[src/rtl/fxp4s_qbuf_if.sv]
// Handshake bundle between a producer, the fxp4s_qbuf result buffer and its consumer.
interface fxp4s_qbuf_if #(
    parameter int DEPTH = 4
);
    logic                     in_valid;
    logic                     in_ready;
    logic [3:0]               in_q;
    logic                     in_dbz;
    logic                     out_valid;
    logic                     out_ready;
    logic [3:0]               out_data;
    logic                     out_dbz;
    logic [$clog2(DEPTH):0]   count;

    modport master (
        output in_valid, in_q, in_dbz, out_ready,
        input  in_ready, out_valid, out_data, out_dbz, count
    );

    modport slave (
        input  in_valid, in_q, in_dbz, out_ready,
        output in_ready, out_valid, out_data, out_dbz, count
    );
endinterface

[src/rtl/fxp4s_qbuf.sv]
// FIFO buffer for 4-bit sign-magnitude divider results, converted to two's complement on push.
// Optional feature macro FXP4S_QBUF_DBZ_CNT_EN adds a saturating divide-by-zero push counter (dbz_cnt).
module fxp4s_qbuf #(
    parameter int DEPTH = 4
) (
    input  logic         clk,
    input  logic         rst,
    fxp4s_qbuf_if.slave  bus
`ifdef FXP4S_QBUF_DBZ_CNT_EN
    ,
    output logic [7:0]   dbz_cnt
`endif
);
    localparam int AW = $clog2(DEPTH);
    localparam int CW = AW + 1;
    localparam logic [CW-1:0] FULL = CW'(DEPTH);

    // Divide-by-zero saturates toward the dividend sign; negative zero collapses to 0.
    function automatic logic signed [3:0] f_sm_to_tc(input logic [3:0] q, input logic dbz);
        logic signed [3:0] mag;
        mag = $signed({1'b0, q[2:0]});
        if (dbz)
            f_sm_to_tc = q[3] ? -4'sd7 : 4'sd7;
        else if (q[2:0] == 3'd0)
            f_sm_to_tc = 4'sd0;
        else
            f_sm_to_tc = q[3] ? -mag : mag;
    endfunction

    logic [4:0]        r_mem [DEPTH];
    logic [AW-1:0]     r_wptr;
    logic [AW-1:0]     r_rptr;
    logic [CW-1:0]     r_count;
    logic              w_push;
    logic              w_pop;
    logic              w_nonempty;
    logic signed [3:0] w_conv;

    assign w_nonempty = (r_count != '0);
    assign w_push     = bus.in_valid & (r_count != FULL);
    assign w_pop      = bus.out_ready & w_nonempty;
    assign w_conv     = f_sm_to_tc(bus.in_q, bus.in_dbz);

    assign bus.in_ready  = (r_count != FULL);
    assign bus.out_valid = w_nonempty;
    assign bus.out_data  = w_nonempty ? r_mem[r_rptr][3:0] : 4'd0;
    assign bus.out_dbz   = w_nonempty ? r_mem[r_rptr][4]   : 1'b0;
    assign bus.count     = r_count;

    always_ff @(posedge clk) begin
        if (w_push)
            r_mem[r_wptr] <= {bus.in_dbz, w_conv};
    end

    // Power-of-two depth: pointers wrap by natural overflow.
    always_ff @(posedge clk or posedge rst) begin
        if (rst) begin
            r_wptr  <= '0;
            r_rptr  <= '0;
            r_count <= '0;
        end else begin
            if (w_push)
                r_wptr <= r_wptr + 1'b1;
            if (w_pop)
                r_rptr <= r_rptr + 1'b1;
            case ({w_push, w_pop})
                2'b10:   r_count <= r_count + 1'b1;
                2'b01:   r_count <= r_count - 1'b1;
                default: r_count <= r_count;
            endcase
        end
    end

`ifdef FXP4S_QBUF_DBZ_CNT_EN
    logic [7:0] r_dbz_cnt;

    always_ff @(posedge clk or posedge rst) begin
        if (rst)
            r_dbz_cnt <= '0;
        else if (w_push && bus.in_dbz && (r_dbz_cnt != 8'hFF))
            r_dbz_cnt <= r_dbz_cnt + 1'b1;
    end

    assign dbz_cnt = r_dbz_cnt;
`endif
endmodule

[src/flat_wrapper.sv]
// flat-port wrapper written by rule: the top's interface ports become plain ports
module fxp4s_qbuf_flat 
#(
    parameter int DEPTH = 4
)
  (clk, rst, bus_in_valid, bus_in_q, bus_in_dbz, bus_out_ready, bus_in_ready, bus_out_valid, bus_out_data, bus_out_dbz, bus_count);
  fxp4s_qbuf_if #(.DEPTH(DEPTH)) bus_i ();
  input  logic clk;
  input  logic rst;
  input wire logic [$bits(bus_i.in_valid)-1:0] bus_in_valid;
  input wire logic [$bits(bus_i.in_q)-1:0] bus_in_q;
  input wire logic [$bits(bus_i.in_dbz)-1:0] bus_in_dbz;
  input wire logic [$bits(bus_i.out_ready)-1:0] bus_out_ready;
  output wire logic [$bits(bus_i.in_ready)-1:0] bus_in_ready;
  output wire logic [$bits(bus_i.out_valid)-1:0] bus_out_valid;
  output wire logic [$bits(bus_i.out_data)-1:0] bus_out_data;
  output wire logic [$bits(bus_i.out_dbz)-1:0] bus_out_dbz;
  output wire logic [$bits(bus_i.count)-1:0] bus_count;
  assign bus_i.in_valid = bus_in_valid;
  assign bus_i.in_q = bus_in_q;
  assign bus_i.in_dbz = bus_in_dbz;
  assign bus_i.out_ready = bus_out_ready;
  assign bus_in_ready = bus_i.in_ready;
  assign bus_out_valid = bus_i.out_valid;
  assign bus_out_data = bus_i.out_data;
  assign bus_out_dbz = bus_i.out_dbz;
  assign bus_count = bus_i.count;
  fxp4s_qbuf #(.DEPTH(DEPTH)) u_core (.clk(clk), .rst(rst), .bus(bus_i));
endmodule
[config.mk]
export PLATFORM = sky130hd
export DESIGN_NAME = fxp4s_qbuf_flat
export DESIGN_NICKNAME = d
export VERILOG_FILES = /design/src/rtl/fxp4s_qbuf_if.sv /design/src/rtl/fxp4s_qbuf.sv /design/src/flat_wrapper.sv
export SDC_FILE = /design/constraint.sdc
export NUM_CORES = 1
export LEC_CHECK = 0
export ABC_AREA = 1
export CORE_ASPECT_RATIO = 0.8
export CORE_UTILIZATION = 53
export DETAILED_ROUTE_END_ITERATION = 6
export PLACE_DENSITY = 0.77
export SYNTH_ARGS = -nofsm -noshare
export SYNTH_HDL_FRONTEND = slang
export SYNTH_SLANG_ARGS = --single-unit
[constraint.sdc]
create_clock -name clk -period 1.8 [get_ports clk]
set_input_delay 0.54 -clock clk [delete_from_list [all_inputs] [get_ports clk]]
set_output_delay 0.54 -clock clk [all_outputs]
set_load 0.05 [all_outputs]
==> reports/results.tsv <==
stage	metric	value	unit
clocking	cts_root_buffer	clkbuf_4	
logic_synthesis	yosysWarnings	0	
clocking	htreeDepth	1	
hold_path	worstHoldPathType	in2async	
worst_setup_path	path_cells	buf_4, nand3_1, a21oi_4, buf_12	
finish	multi_input_area	569	sq um
finish	synthToLayoutAreaGrowth	48.0	%
clocking	clk_pin_slew	0.13	ns
finish	drive_gt1_share	32.2	%
place	place_ws	-0.355	ns
detailed_routing	drtAntennaViolNets	0	
worst_setup_path	path_max_fanout	5	
worst_setup_path	crit_start	u_core.r_rptr[1]	
logic_synthesis	yosysSeqAreaShare	54.9	%
floorplanning	io_pins	19	
clocking	postCtsHoldBufs	0	
place	placedCellCount	221	
sta	timing.fmax	495	MHz
sta	final_hold_viol_count	0	
worst_setup_path	startpoint_type	register	
logic_synthesis	synth_area_per_cell	9.00	sq um
logic_synthesis	synth-seq-cells	27	
pwr	comb_power_share	69.7	%
sta	rsz0062_at_grt	true	
sta	worst_pin_slew	0.291	ns
worst_setup_path	slowest_delay	0.49	ns
clocking	numCtsBuffers	3	
global_route	grt_use_total	22.0	%
clocking	cts_tree	yes	
logic_synthesis	synth_most_common_cell	inv_1	
clocking	clkLatencyLatePin	0.32	ns
global_route	antenna_found_initial	0	
detailed_routing	detail_route.wl_per_cell	13.2	um
floorplanning	start_util	56.9	%
detailed_routing	initialDrtViolationCount	63	
sta	fin_skew	0.00549	ns
status	status	finished with violations	
finish	num-fill-cells	156	
finish	fin_cells	238	
clocking	clockBufferDepth	2	
logic_synthesis	yosysTopAreaCellShare	42.5	%
global_route	grt_pass1_vias	1101	
logic_synthesis	synth_edf_count	20	
clocking	cts.sinks	27	
pwr	swShare	44.8	%
flow_run	drv_cap	0	
logic_synthesis	syn-instance-count	157	
pwr	total_power	4.01	mW
floorplanning	core_area	0.00248	sq mm
finish	final_nets	220	
logic_synthesis	syn_nets	174	
sta	fin_crit	2.02	ns
pwr	ir_drop	1.06	mV
logic_synthesis	yosys-top-cells-area	edfxtp_1 (43%), dfrtp_1 (12%), inv_1 (11%)	
pwr	intPower	2.22	mW
worst_setup_path	slowest_stage	dfrtp_1	
floorplanning	die_height	48.2	um
worst_setup_path	endpoint_kind	output pin	
sta	timing.final.crit_share	112	%
worst_setup_path	cp_num_buf_inv	2	
sta	slew_viol_final	0	
pwr	switchingPower	1.80	mW
worst_setup_path	crit_type	reg2out	
logic_synthesis	yosys.area.top_type	edfxtp_1	
place	globalplace.congestion	0.840	
finish	diodes	0	
place	port_buffers	18	
logic_synthesis	synthTopCellsByCount	inv_1 (42), nand2_1 (36), edfxtp_1 (20)	
global_route	grt_max_degree	15	
worst_setup_path	regToRegStartpoint	u_core.bus.count[0]	
sta	setup_viol_count_final	8	
finish	regArea	779	sq um
worst_setup_path	worstPathArrival	1.48	ns
status	violations	setup timing	
detailed_routing	drc	0	
place	dp_hpwl	2.06	mm
detailed_routing	dr.pass1.iters	4	
finish	design_area	0.00209	sq mm
logic_synthesis	synthFlopType	edfxtp_1	
worst_setup_path	worstPathRequired	1.26	ns
pwr	pwr-share-seq	24.0	%
global_route	grt_pass1_wl	4.51	mm
sta	worst_hold_slack	0.437	ns
floorplanning	fp.dieW	59.7	um
logic_synthesis	async_flop_share	25.9	%
detailed_routing	wl	3.14	mm
place	place_area	0.00191	sq mm
pwr	power_density	1920	mW/mm^2
detailed_routing	avgViaCountPerCell	5.00	
sta	slew_headroom	80.6	%
logic_synthesis	ys_types	18	
floorplanning	dieArea	0.00288	sq mm
detailed_routing	vias	1190	
worst_setup_path	crit_family	flip-flops	
pwr	power.share.clock	6.2	%
global_route	grt-ovfl-total	0	
sta	fin_ws	-0.220	ns
floorplanning	rows	16	
logic_synthesis	netlist_area	0.00141	sq mm
pwr	power_leakage	0.991	nW
==> sequential cells by signal, summed over array words and instances, names as in the netlist <==
name              count
u_core.r_mem         20
u_core.bus.count      3
u_core.r_rptr         2
u_core.r_wptr         2
==> worst reg2reg max path: cells and delay by family, from the launching register on <==
family | cells | cell delay [ns]
buffers and inverters | 6 | 0.45
adders and majority gates | 2 | 0.50
and+or+nand+nor | 6 | 0.46
DFF | 1 | 0.41
==> power by group through the flow <==
stage	Clock (mW)	Sequential, mW	Combinational [mW]
5_1_grt	0.273	0.978	2.97
2_1_floorplan	0	1.08	1.35
4_1_cts	0.256	0.957	2.63
3_3_place_gp	0	0.997	2.35
3_5_place_dp	0	1.01	2.40
6_report	0.250	0.965	2.80
==> repair_timing <==
| item | CTS | global route |
|---|---|---|
| endpoints found under the setup margin | 10 | 17 |
| setup buffers | 8 | 7 |
| pin swaps | 5 | 8 |
| gates resized for setup | 10 | 12 |
==> per-stage QoR <==
step           utilization [%]  setup TNS (ns)
3_5_place_dp              77.1           -5.59
4_1_cts                   81.5           -1.03
6_report                  84.2           -1.42
3_3_place_gp              77.1           -4.21
5_1_grt                   84.2           -1.94
2_1_floorplan                -          -0.978
==> cells by family after synthesis <==
| logic type | synth area share (%) |
|---|---|
| DFF | 54.9 |
| buffers and inverters | 12.9 |
| AOI/OAI and AO/OA | 4.25 |
| and+or+nand+nor | 19.0 |
| xor gates and xnor gates | 1.24 |
| adders and majority gates | 7.62 |
==> layout make-up <==
cell class | count | share of cell area [%]
Sequential cell | 27 | 37.3
Multi-Input combinational cell | 84 | 27.2
Timing Repair Buffer | 44 | 23.6
Inverter | 43 | 8.50
Tap cell | 36 | 2.15
Clock buffer | 4 | 1.26
==> path summary, 6_finish.rpt <==
| path | to | slack [ns] | depth (start not counted) |
|---|---|---|---|
| worst max-delay path | bus_out_data[2] | -0.22 | 4 |
| worst min-delay path | u_core.bus.count[2] | 0.44 | 2 |
| worst max register to register | u_core.bus.count[2] | -0.13 | 14 |
| worst min register to register | u_core.r_wptr[0] | 0.55 | 2 |
| max in group asynchronous | u_core.bus.count[0] | 1.12 | 2 |
| min in group clk | u_core.r_wptr[0] | 0.55 | 2 |
==> layer usage <==
layer / vias to the layer above / track usage, % / share of wire, %
li1: 576 / - / -
met1: 566 / 27.4 / 40
met2: 40 / 38.7 / 51
met3: 8 / 5.31 / 6.7
met4: 0 / 7.91 / 2.4
met5: - / 0 / 0
==> cell usage in the layout, fill, tap and decap left out, drive strengths merged <==
cell type / n
nand2: 37
clkbuf: 4
fa: 1
nor2: 7
o21ai: 6
dlymetal6s2s: 1
nand3: 17
clkdlybuf4s50: 7
a21oi: 6
inv: 42
edfxtp: 20
clkinvlp: 1
ha: 7
dfrtp: 7
xnor2: 2
buf: 36
nand4: 1
No activity file was read; power rests on OpenSTA's default activity.
